<file path="src/rtl/instr_fetch.sv">
// Instruction fetch unit: word fetch over req/ack, valid/ready handoff to decode, branch redirect.
// Optional IFETCH_ALIGN_CHK_EN: misaligned branch targets raise fetch_err and are ignored.
module instr_fetch #(
   parameter int unsigned       XLEN     = 32,
   parameter logic [XLEN-1:0]   RESET_PC = '0
) (
   input  logic            clock,
   input  logic            reset,
   output logic            imem_req,
   output logic [XLEN-1:0] imem_addr,
   input  logic            imem_ack,
   input  logic [31:0]     imem_rdata,
   input  logic            brnch,
   input  logic [XLEN-1:0] brnch_tgt,
   output logic            instr_valid,
   input  logic            instr_ready,
   output logic [31:0]     instr,
   output logic [6:0]      opcode,
   output logic [XLEN-1:0] pc,
   output logic            fetch_err
);

   localparam logic [1:0]  ST_FETCH = 2'd0;
   localparam logic [1:0]  ST_HOLD  = 2'd1;
   localparam logic [1:0]  ST_DRAIN = 2'd2;
   localparam logic [31:0] NOP      = 32'h0000_0013;

   logic [1:0]      state_q, state_d;
   logic [XLEN-1:0] pc_fetch_q, pc_fetch_d;
   logic [XLEN-1:0] drain_addr_q, drain_addr_d;
   logic [XLEN-1:0] pc_q, pc_d;
   logic [31:0]     instr_q, instr_d;
   logic            valid_q, valid_d;
   logic            brnch_take_c;
   logic [XLEN-1:0] tgt_c;

`ifdef IFETCH_ALIGN_CHK_EN
   logic fetch_err_q, fetch_err_d;
   logic misalign_c;

   // A misaligned target is reported and otherwise dropped.
   assign misalign_c   = brnch && (brnch_tgt[1:0] != 2'b00);
   assign brnch_take_c = brnch && !misalign_c;
   assign tgt_c        = brnch_tgt;
   assign fetch_err_d  = misalign_c;
   assign fetch_err    = fetch_err_q;

   always_ff @(posedge clock) begin
      if (reset) fetch_err_q <= 1'b0;
      else       fetch_err_q <= fetch_err_d;
   end
`else
   // Low two target bits are cleared so pc_fetch stays word aligned.
   assign brnch_take_c = brnch;
   assign tgt_c        = brnch_tgt & ~XLEN'(3);
   assign fetch_err    = 1'b0;
`endif

   assign imem_req    = ((state_q == ST_FETCH) || (state_q == ST_DRAIN)) && !reset;
   assign imem_addr   = (state_q == ST_DRAIN) ? drain_addr_q : pc_fetch_q;
   assign instr_valid = valid_q;
   assign instr       = instr_q;
   assign opcode      = instr_q[6:0];
   assign pc          = pc_q;

   always_comb begin
      state_d      = state_q;
      pc_fetch_d   = pc_fetch_q;
      drain_addr_d = drain_addr_q;
      pc_d         = pc_q;
      instr_d      = instr_q;
      valid_d      = valid_q;
      case (state_q)
         ST_FETCH: begin
            if (brnch_take_c) begin
               pc_fetch_d = tgt_c;
               // Without an ack the old request must still complete before refetching.
               if (!imem_ack) begin
                  drain_addr_d = pc_fetch_q;
                  state_d      = ST_DRAIN;
               end
            end else if (imem_ack) begin
               instr_d    = imem_rdata;
               pc_d       = pc_fetch_q;
               valid_d    = 1'b1;
               pc_fetch_d = pc_fetch_q + XLEN'(4);
               state_d    = ST_HOLD;
            end
         end
         ST_HOLD: begin
            if (brnch_take_c) begin
               valid_d    = 1'b0;
               pc_fetch_d = tgt_c;
               state_d    = ST_FETCH;
            end else if (instr_ready) begin
               valid_d = 1'b0;
               state_d = ST_FETCH;
            end
         end
         ST_DRAIN: begin
            if (brnch_take_c) pc_fetch_d = tgt_c;
            if (imem_ack)     state_d    = ST_FETCH;
         end
         default: begin
            valid_d = 1'b0;
            state_d = ST_FETCH;
         end
      endcase
   end

   always_ff @(posedge clock) begin
      if (reset) begin
         state_q      <= ST_FETCH;
         pc_fetch_q   <= RESET_PC;
         drain_addr_q <= RESET_PC;
         pc_q         <= RESET_PC;
         instr_q      <= NOP;
         valid_q      <= 1'b0;
      end else begin
         state_q      <= state_d;
         pc_fetch_q   <= pc_fetch_d;
         drain_addr_q <= drain_addr_d;
         pc_q         <= pc_d;
         instr_q      <= instr_d;
         valid_q      <= valid_d;
      end
   end

endmodule

</file>
<file path="config.mk">
export PLATFORM = sky130hd
export DESIGN_NAME = instr_fetch
export DESIGN_NICKNAME = d
export VERILOG_FILES = /design/src/rtl/instr_fetch.sv
export SDC_FILE = /design/constraint.sdc
export NUM_CORES = 1
export LEC_CHECK = 0
export CORE_MARGIN = 5
export CORE_UTILIZATION = 24
export CTS_CLUSTER_SIZE = 40
export DETAILED_ROUTE_END_ITERATION = 10
export GPL_TIMING_DRIVEN = 1
export HOLD_SLACK_MARGIN = 0.1
export PLACE_DENSITY = 0.53
export SLEW_MARGIN = 10
export SYNTH_ARGS = -nofsm -noshare
export SYNTH_HDL_FRONTEND = slang
export SYNTH_SLANG_ARGS = --single-unit
</file>
<file path="constraint.sdc">
create_clock -name clock -period 3.4 [get_ports clock]
set_clock_uncertainty 0.05 [all_clocks]
set_input_delay 0.68 -clock clock [delete_from_list [all_inputs] [get_ports clock]]
set_output_delay 0.68 -clock clock [all_outputs]
set_load 0.01 [all_outputs]
</file>
==> Yosys cells after proc, flatten, opt, wreduce, memory -nomap -nowiden <==
Cells that the tools add are included.
{ "word_totals": {"inputBits": 69, "out_inout_bits": 106, "regBits": 131} }
{ "op_classes": {"n_addsub": 1, "muxes": 17, "eq_ne": 9, "bitwise": 3, "reduce_logical": 11} }
{ "op_table": {"columns": ["operator", "n"], "rows": [
  ["$mux W32", 4],
  ["$pmux W32 S2", 1],
  ["$add A32 B3 Y32 const B", 1],
  ["$mux W2", 6],
  ["$ne A3 B3 Y1 const B", 3],
  ["$reduce_and A3 Y1", 3],
  ["$reduce_and A4 Y1", 2],
  ["$ne A2 B2 Y1 const B", 3],
  ["$pmux W2 S3", 1],
  ["$mux W1", 4],
  ["$not A1 Y1", 3],
  ["$pmux W1 S3", 1],
  ["$eq A2 B1 Y1 const B", 1],
  ["$eq A2 B2 Y1 const B", 1],
  ["$logic_not A2 Y1", 1],
  ["$ne A2 B1 Y1 const B", 1],
  ["$reduce_bool A2 Y1", 1],
  ["$reduce_or A2 Y1", 1],
  ["$logic_and A1 B1 Y1", 1],
  ["$logic_not A1 Y1", 1],
  ["$logic_or A1 B1 Y1", 1]
]} }

==> Longest topological paths before layout <==
Gate-level depths: netlist of the first run.
{ "depth": {"depth_word": 4, "mapped_depth": 11, "depth_no_buf": 7} }

==> Worst setup path before layout of the first run <==
Ideal clock, no wire load.
{ "synth_timing": {"kind": "reg-to-output", "startpoint": "register state_q[0]", "endpoint": "output port imem_addr[10]", "path_slack_ps": 1080, "arrival_time_ps": 1590, "stages_incl_launch_ff": 6, "path_cell_list": "dfxtp_1 inv_1 ha_1 clkbuf_1 buf_1 mux2_2"} }
{ "synth_via": {"elab_chain_len": 2} }
{ "synth_lines": {"columns": ["element", "line", "source"], "rows": [
  ["from (decl)", "28", "logic [1:0] state_q, state_d;"],
  ["from (signal assigned)", "120", "state_q <= state_d;"],
  ["$eq A2 B2 Y1", "60", "assign imem_addr = (state_q == ST_DRAIN) ? drain_addr_q : pc_fetch_q;"],
  ["$mux W32", "60", null],
  ["to (decl)", "10", "output logic [XLEN-1:0] imem_addr,"]
]} }
Every way passes these cells.

==> Worst setup path in the final report of the first run <==
{ "layout_timing": {"startpoint": "register state_q[0]", "endpoint": "output port imem_addr[30]"} }
The elaborated chain is that of the path after synthesis.

==> results of run 1 <==
-- cell families (layout without fill, tap and decap cells) --
group           Yosys count  count (layout)  synth area share, %
xor+xnor                  1               1                0.146
fa+ha+maj                 4               4                0.834
compound gates          180             180                 17.8
other cells               1               5               0.0625
mux                      37              37                 6.80
flops                   125             125                 41.7
simple gates            335             335                 24.8
buf+inv                  93             233                 7.93
-- synthesized netlist by cell type (8+ instances only) --
library cell and n:
inv_1 9, mux2_2 30, nand2_1 224, nand4_1 8, and4_1 8, nand3_1 22
buf_4 13, nor2_1 33, o21ai_0 14, dfxtp_1 125, a21oi_1 108, a31oi_1 8
clkbuf_1 54
-- final cells by class --
class	count	area [um^2]	area share, %
repair buffers	193	1890	22.3
clock buffers	23	468	5.53
inverters	9	33.8	0.399
multi-input cells	562	3050	36.0
well taps	324	405	4.79
flip-flops and latches	125	2500	29.6
clock inverters	8	115	1.36
-- worst max-delay path, cell delays in order (launching register included) --
cell and delay, ps:
dfxtp_1 320, inv_1 90, ha_2 200, buf_4 300
mux2_2 390, clkdlybuf4s50_1 490
-- how the worst max path moves through the flow --
stage                             endpoint  cells after the start
2_1_floorplan                imem_addr[10]                      5
3_3_place_gp   pc_fetch_q[28]$_SDFFE_PP0P_                      5
3_5_place_dp   pc_fetch_q[28]$_SDFFE_PP0P_                      5
4_1_cts                      imem_addr[16]                      5
5_1_grt                           imem_req                      6
6_report                     imem_addr[30]                      5
-- registers in the layout (all words and copies together), names as in the netlist --
signal        flops
instr_valid       1
pc               30
instr            32
state_q           2
drain_addr_q     30
pc_fetch_q       30
-- power by group through the flow --
stage               combinational, mW  clock (mW)  sequential, mW
floorplan                       0.516           0            1.66
global placement                0.879           0            1.70
detailed placement              0.880           0            1.70
CTS                             0.885        1.90            1.67
global route                    0.956        1.97            1.69
finish                          0.876        1.85            1.67
-- through the flow --
step | utilization [%] | setup slack (ps)
floorplan | - | 1080
global placement | 32.2 | 500
detailed placement | 32.2 | 462
CTS | 34.6 | 418
global route | 34.6 | 337
finish | 34.6 | 462
-- routing by layer --
metal	up-vias	routed length, um	GRT usage (%)
li1	2920	-	-
met1	2756	9580	19.2
met2	139	10200	24.2
met3	17	911	3.31
met4	2	217	3.99
met5	-	20	0
-- placed cells by master (no fill, tap or decap), drive strengths merged, types with 6 or more instances in the layout --
cell,netlist,layout
mux2i,7,7
clkbuf,57,23
dfxtp,125,125
nor2,33,33
o22ai,6,6
nor4,8,8
a32oi,7,7
inv,9,9
o21ai,14,14
clkdlybuf4s50,0,166
nand2,225,225
and4,8,8
nand4,9,9
nand3,22,22
mux2,30,30
a31oi,8,8
a21oi,108,108
nor3,6,6
buf,26,27
==> impl_metrics.env, run 1 <==
export IMPL_fill_cells=2586
export IMPL_drtIter0Drc=359
export IMPL_period_share_pct=86.4
export IMPL_powerDensity_nw_per_um2=519
export IMPL_core_area_um2=24500
export IMPL_track_usage_pct=14.6
export IMPL_drc_errors=0
export IMPL_worstPathRequired_ps=2670
export IMPL_grt_pass1_vias=5525
export IMPL_r2r_slack_ps=990
export IMPL_final_nets=981
export IMPL_drv_slew=0
export IMPL_p_leak_nw=2.93
export IMPL_portBuffers=167
export IMPL_grt_max_degree=108
export IMPL_cts_buffer_depth=2
export IMPL_hold_path_cell_count=2
export IMPL_dr_pass1_iters=4
export IMPL_period_needed_ps=2940
export IMPL_endpoint_kind="output pin"
export IMPL_syn_avg_cell_area_um2=7.73
export IMPL_rsz0062_at_grt="false"
export IMPL_tightest_slew_ps=639
export IMPL_status="finished, final reports clean"
export IMPL_antenna_found_initial=1
export IMPL_synth_cell_type_count=57
export IMPL_ys_seq_area_share_pct=41.7
export IMPL_cts_tree="done"
export IMPL_hp_start="drain_addr_q[28]$_SDFFE_PP0P_"
export IMPL_rr_worst_depth=7
export IMPL_final_cells=1244
export IMPL_clockRootBuffer="clkbuf_16"
export IMPL_r2r_end="pc_fetch_q[20]$_SDFFE_PP0P_"
export IMPL_start_util_pct=24.5
export IMPL_synth_area_leaders="dfxtp_1 42%, nand2_1 14%, a21oi_1 9.0%"
export IMPL_criticalPathCategory="reg2out"
export IMPL_die_height_um=168
export IMPL_hold_violations=0
export IMPL_switching_share_pct=28.0
export IMPL_p_switching_mw=1.23
export IMPL_async_reset_ff_share_pct=0
export IMPL_place_inst=1213
export IMPL_postCtsSetupBuffers=0
export IMPL_grt_pass1_wl_mm=32.8
export IMPL_syn_instance_count=776
export IMPL_syn_cell_area_um2=6000
export IMPL_critPathLaunchType="flop"
export IMPL_overflow=0
export IMPL_arrival_ps=2210
export IMPL_whs_endpoint="drain_addr_q[28]$_SDFFE_PP0P_"
export IMPL_yosys_warnings=0
export IMPL_die_area_um2=28300
export IMPL_htree_levels=4
export IMPL_worstSkewPairLatency_ps=420
export IMPL_max_cap_violations=0
export IMPL_r2r_start="pc_fetch_q[3]$_SDFFE_PP0P_"
export IMPL_yosysTopAreaCell="dfxtp_1"
export IMPL_internal_power_mw=3.16
export IMPL_ant_nets=0
export IMPL_maxSlewHeadroom_pct=57.3
export IMPL_seq_power_share_pct=38.1
export IMPL_combPwrFrac_pct=19.9
export IMPL_rows=57
export IMPL_final_area_um2=8470
export IMPL_synth_edf_count=0
export IMPL_synth_seq_cells=125
export IMPL_pwr_share_clk_pct=42.0
export IMPL_via_per_inst=4.69
export IMPL_dpl_cell_area_um2=7880
export IMPL_hp_class="reg2reg"
export IMPL_synth_top_area_share_pct=41.7
export IMPL_cp_max_fo=21
export IMPL_place_hpwl_mm=14.6
export IMPL_peakVddDrop_mv=0.238
export IMPL_routed_wl_mm=20.9
export IMPL_die_width_um=168
export IMPL_postCtsHoldBufs=0
export IMPL_clk_pin_slew_ps=50
export IMPL_wl_per_cell_um=16.8
export IMPL_gp_congestion=0.814
export IMPL_antenna_cells=0
export IMPL_cts_repair_resized=0
export IMPL_p_total_mw=4.39
export IMPL_clock_sinks=125
export IMPL_max_freq_ghz=0.340
export IMPL_drive_above_1_share_pct=10.9
export IMPL_fin_setup_tns_ps=0
export IMPL_area_growth_pct=41.1
export IMPL_startpoint="state_q[0]$_SDFFE_PP0P_"
export IMPL_numCtsBuffers=17
export IMPL_setup_violations=0
export IMPL_num_vias=5834
export IMPL_synth_ff_type="dfxtp_1"
export IMPL_hold_slack_ps=400
export IMPL_pin_count=175
Power figures use the tool's default switching activity.
==> run 2: changes to the inputs <==
clock period = 3.15 ns   (was 3.4 ns; I/O delays follow)
==> impl_metrics.env, run 2 (same netlist as run 1, synthesis figures left out) <==
export IMPL_status="finished, final reports clean"
export IMPL_r2r_end="pc_fetch_q[20]$_SDFFE_PP0P_"
export IMPL_rr_worst_depth=6
export IMPL_internal_power_mw=3.38
export IMPL_grt_max_degree=110
export IMPL_gp_congestion=0.809
export IMPL_worstPathRequired_ps=2470
export IMPL_cts_tree="done"
export IMPL_r2r_start="pc_fetch_q[2]$_SDFFE_PP0P_"
export IMPL_postCtsSetupBuffers=0
export IMPL_switching_share_pct=29.2
export IMPL_via_per_inst=4.67
export IMPL_die_area_um2=28300
export IMPL_startpoint="state_q[0]$_SDFFE_PP0P_"
export IMPL_peakVddDrop_mv=0.312
export IMPL_drv_slew=0
export IMPL_cp_max_fo=25
export IMPL_mostFrequentLayoutCells="224 x nand2_1, 166 x clkdlybuf4s50_1, 125 x dfxtp_1"
export IMPL_pwr_share_clk_pct=42.3
export IMPL_max_freq_ghz=0.342
export IMPL_overflow=0
export IMPL_largest_reg_flops=32
export IMPL_htree_levels=4
export IMPL_die_width_um=168
export IMPL_hold_slack_ps=400
export IMPL_p_switching_mw=1.39
export IMPL_seq_power_share_pct=37.6
export IMPL_final_area_um2=8520
export IMPL_rsz0062_at_grt="false"
export IMPL_fin_ws_ps=226
export IMPL_cts_buffer_depth=2
export IMPL_combPwrFrac_pct=20.2
export IMPL_wl_per_cell_um=16.7
export IMPL_area_growth_pct=42.1
export IMPL_dp_worst_setup_slack_ps=457
export IMPL_max_cap_violations=0
export IMPL_r2r_slack_ps=850
export IMPL_drc_errors=0
export IMPL_clockRootBuffer="clkbuf_16"
export IMPL_dr_pass1_iters=4
export IMPL_layout_commonest_cell="nand2_1"
export IMPL_final_nets=984
export IMPL_cts_repair_resized=0
export IMPL_rows=57
export IMPL_track_usage_pct=14.4
export IMPL_antenna_found_initial=2
export IMPL_die_height_um=168
export IMPL_place_hpwl_mm=14.6
export IMPL_crit_end="imem_addr[30]"
export IMPL_maxSlewHeadroom_pct=64.5
export IMPL_numCtsBuffers=17
export IMPL_ant_nets=0
export IMPL_hp_class="reg2reg"
export IMPL_place_inst=1216
export IMPL_dpl_cell_area_um2=7920
export IMPL_final_cells=1249
export IMPL_drtIter0Drc=439
export IMPL_p_total_mw=4.77
export IMPL_routed_wl_mm=20.8
export IMPL_worstSkewPairLatency_ps=420
export IMPL_clock_sinks=125
export IMPL_clk_pin_slew_ps=60
export IMPL_portBuffers=167
export IMPL_endpoint_kind="output pin"
export IMPL_period_needed_ps=2920
export IMPL_criticalPathCategory="reg2out"
export IMPL_pin_count=175
export IMPL_arrival_ps=2240
export IMPL_setup_violations=0
export IMPL_critPathLaunchType="flop"
export IMPL_postCtsHoldBufs=0
export IMPL_core_area_um2=24500
export IMPL_drive_above_1_share_pct=11.7
export IMPL_num_vias=5835
export IMPL_powerDensity_nw_per_um2=560
export IMPL_start_util_pct=24.5
export IMPL_fin_setup_tns_ps=0
export IMPL_hold_violations=0
export IMPL_grt_pass1_vias=5555
export IMPL_period_share_pct=92.8
export IMPL_p_leak_nw=2.95
export IMPL_tightest_slew_ps=532
export IMPL_grt_pass1_wl_mm=32.6
export IMPL_finish_utilization_pct=34.8
## run 2: changes by cell type in the layout (fill, tap and decap cells not counted)
cell	previous run	this run
buf_12	2	3
diode_2	0	1
clkbuf_1	4	0
bufinv_16	3	2
clkbuf_8	2	3
clkinv_4	0	3
clkinv_2	5	2
inv_6	0	2
clkinvlp_4	0	3
buf_4	25	27
## run 2: power by group through the flow
stage	Clock (mW)	Combinational [mW]	Sequential, mW
final	2.02	0.962	1.79
after global routing	2.14	1.05	1.81
after CTS	2.07	0.976	1.79
after detailed placement	0	0.970	1.82
after global placement	0	0.971	1.82
after floorplan	0	0.557	1.79
## run 2: cell type report
type	instances	area, um^2
Antenna cell	1	2.50
Clock buffer	20	467
Sequential cell	125	2500
Tap cell	324	405
Timing Repair Buffer	196	1920
Fill cell	2574	15900
Inverter	9	33.8
Multi-Input combinational cell	562	3050
Clock inverter	12	136
## run 2: worst min-delay path by stage
stage	start	to	cells after the start
CTS	drain_addr_q[26]$_SDFFE_PP0P_	drain_addr_q[26]$_SDFFE_PP0P_	2
global route	drain_addr_q[31]$_SDFFE_PP0P_	drain_addr_q[31]$_SDFFE_PP0P_	2
detailed placement	drain_addr_q[26]$_SDFFE_PP0P_	drain_addr_q[26]$_SDFFE_PP0P_	2
floorplan	drain_addr_q[10]$_SDFFE_PP0P_	drain_addr_q[10]$_SDFFE_PP0P_	2
global placement	drain_addr_q[9]$_SDFFE_PP0P_	drain_addr_q[9]$_SDFFE_PP0P_	2
finish	drain_addr_q[26]$_SDFFE_PP0P_	drain_addr_q[26]$_SDFFE_PP0P_	2
## run 2: critical path, cell delays in order (launching register included)
cell and delay [ps]:
dfxtp_1 320, inv_1 90, ha_2 180, buf_4 320, mux2_2 420, clkdlybuf4s50_1 490
## run 2: layer usage
layer / share of wire, % / global-route usage (%)
met1: 45 / 18.9
met2: 48 / 23.7
met3: 4.9 / 3.28
met4: 1.7 / 4.38
met5: 0.058 / 0
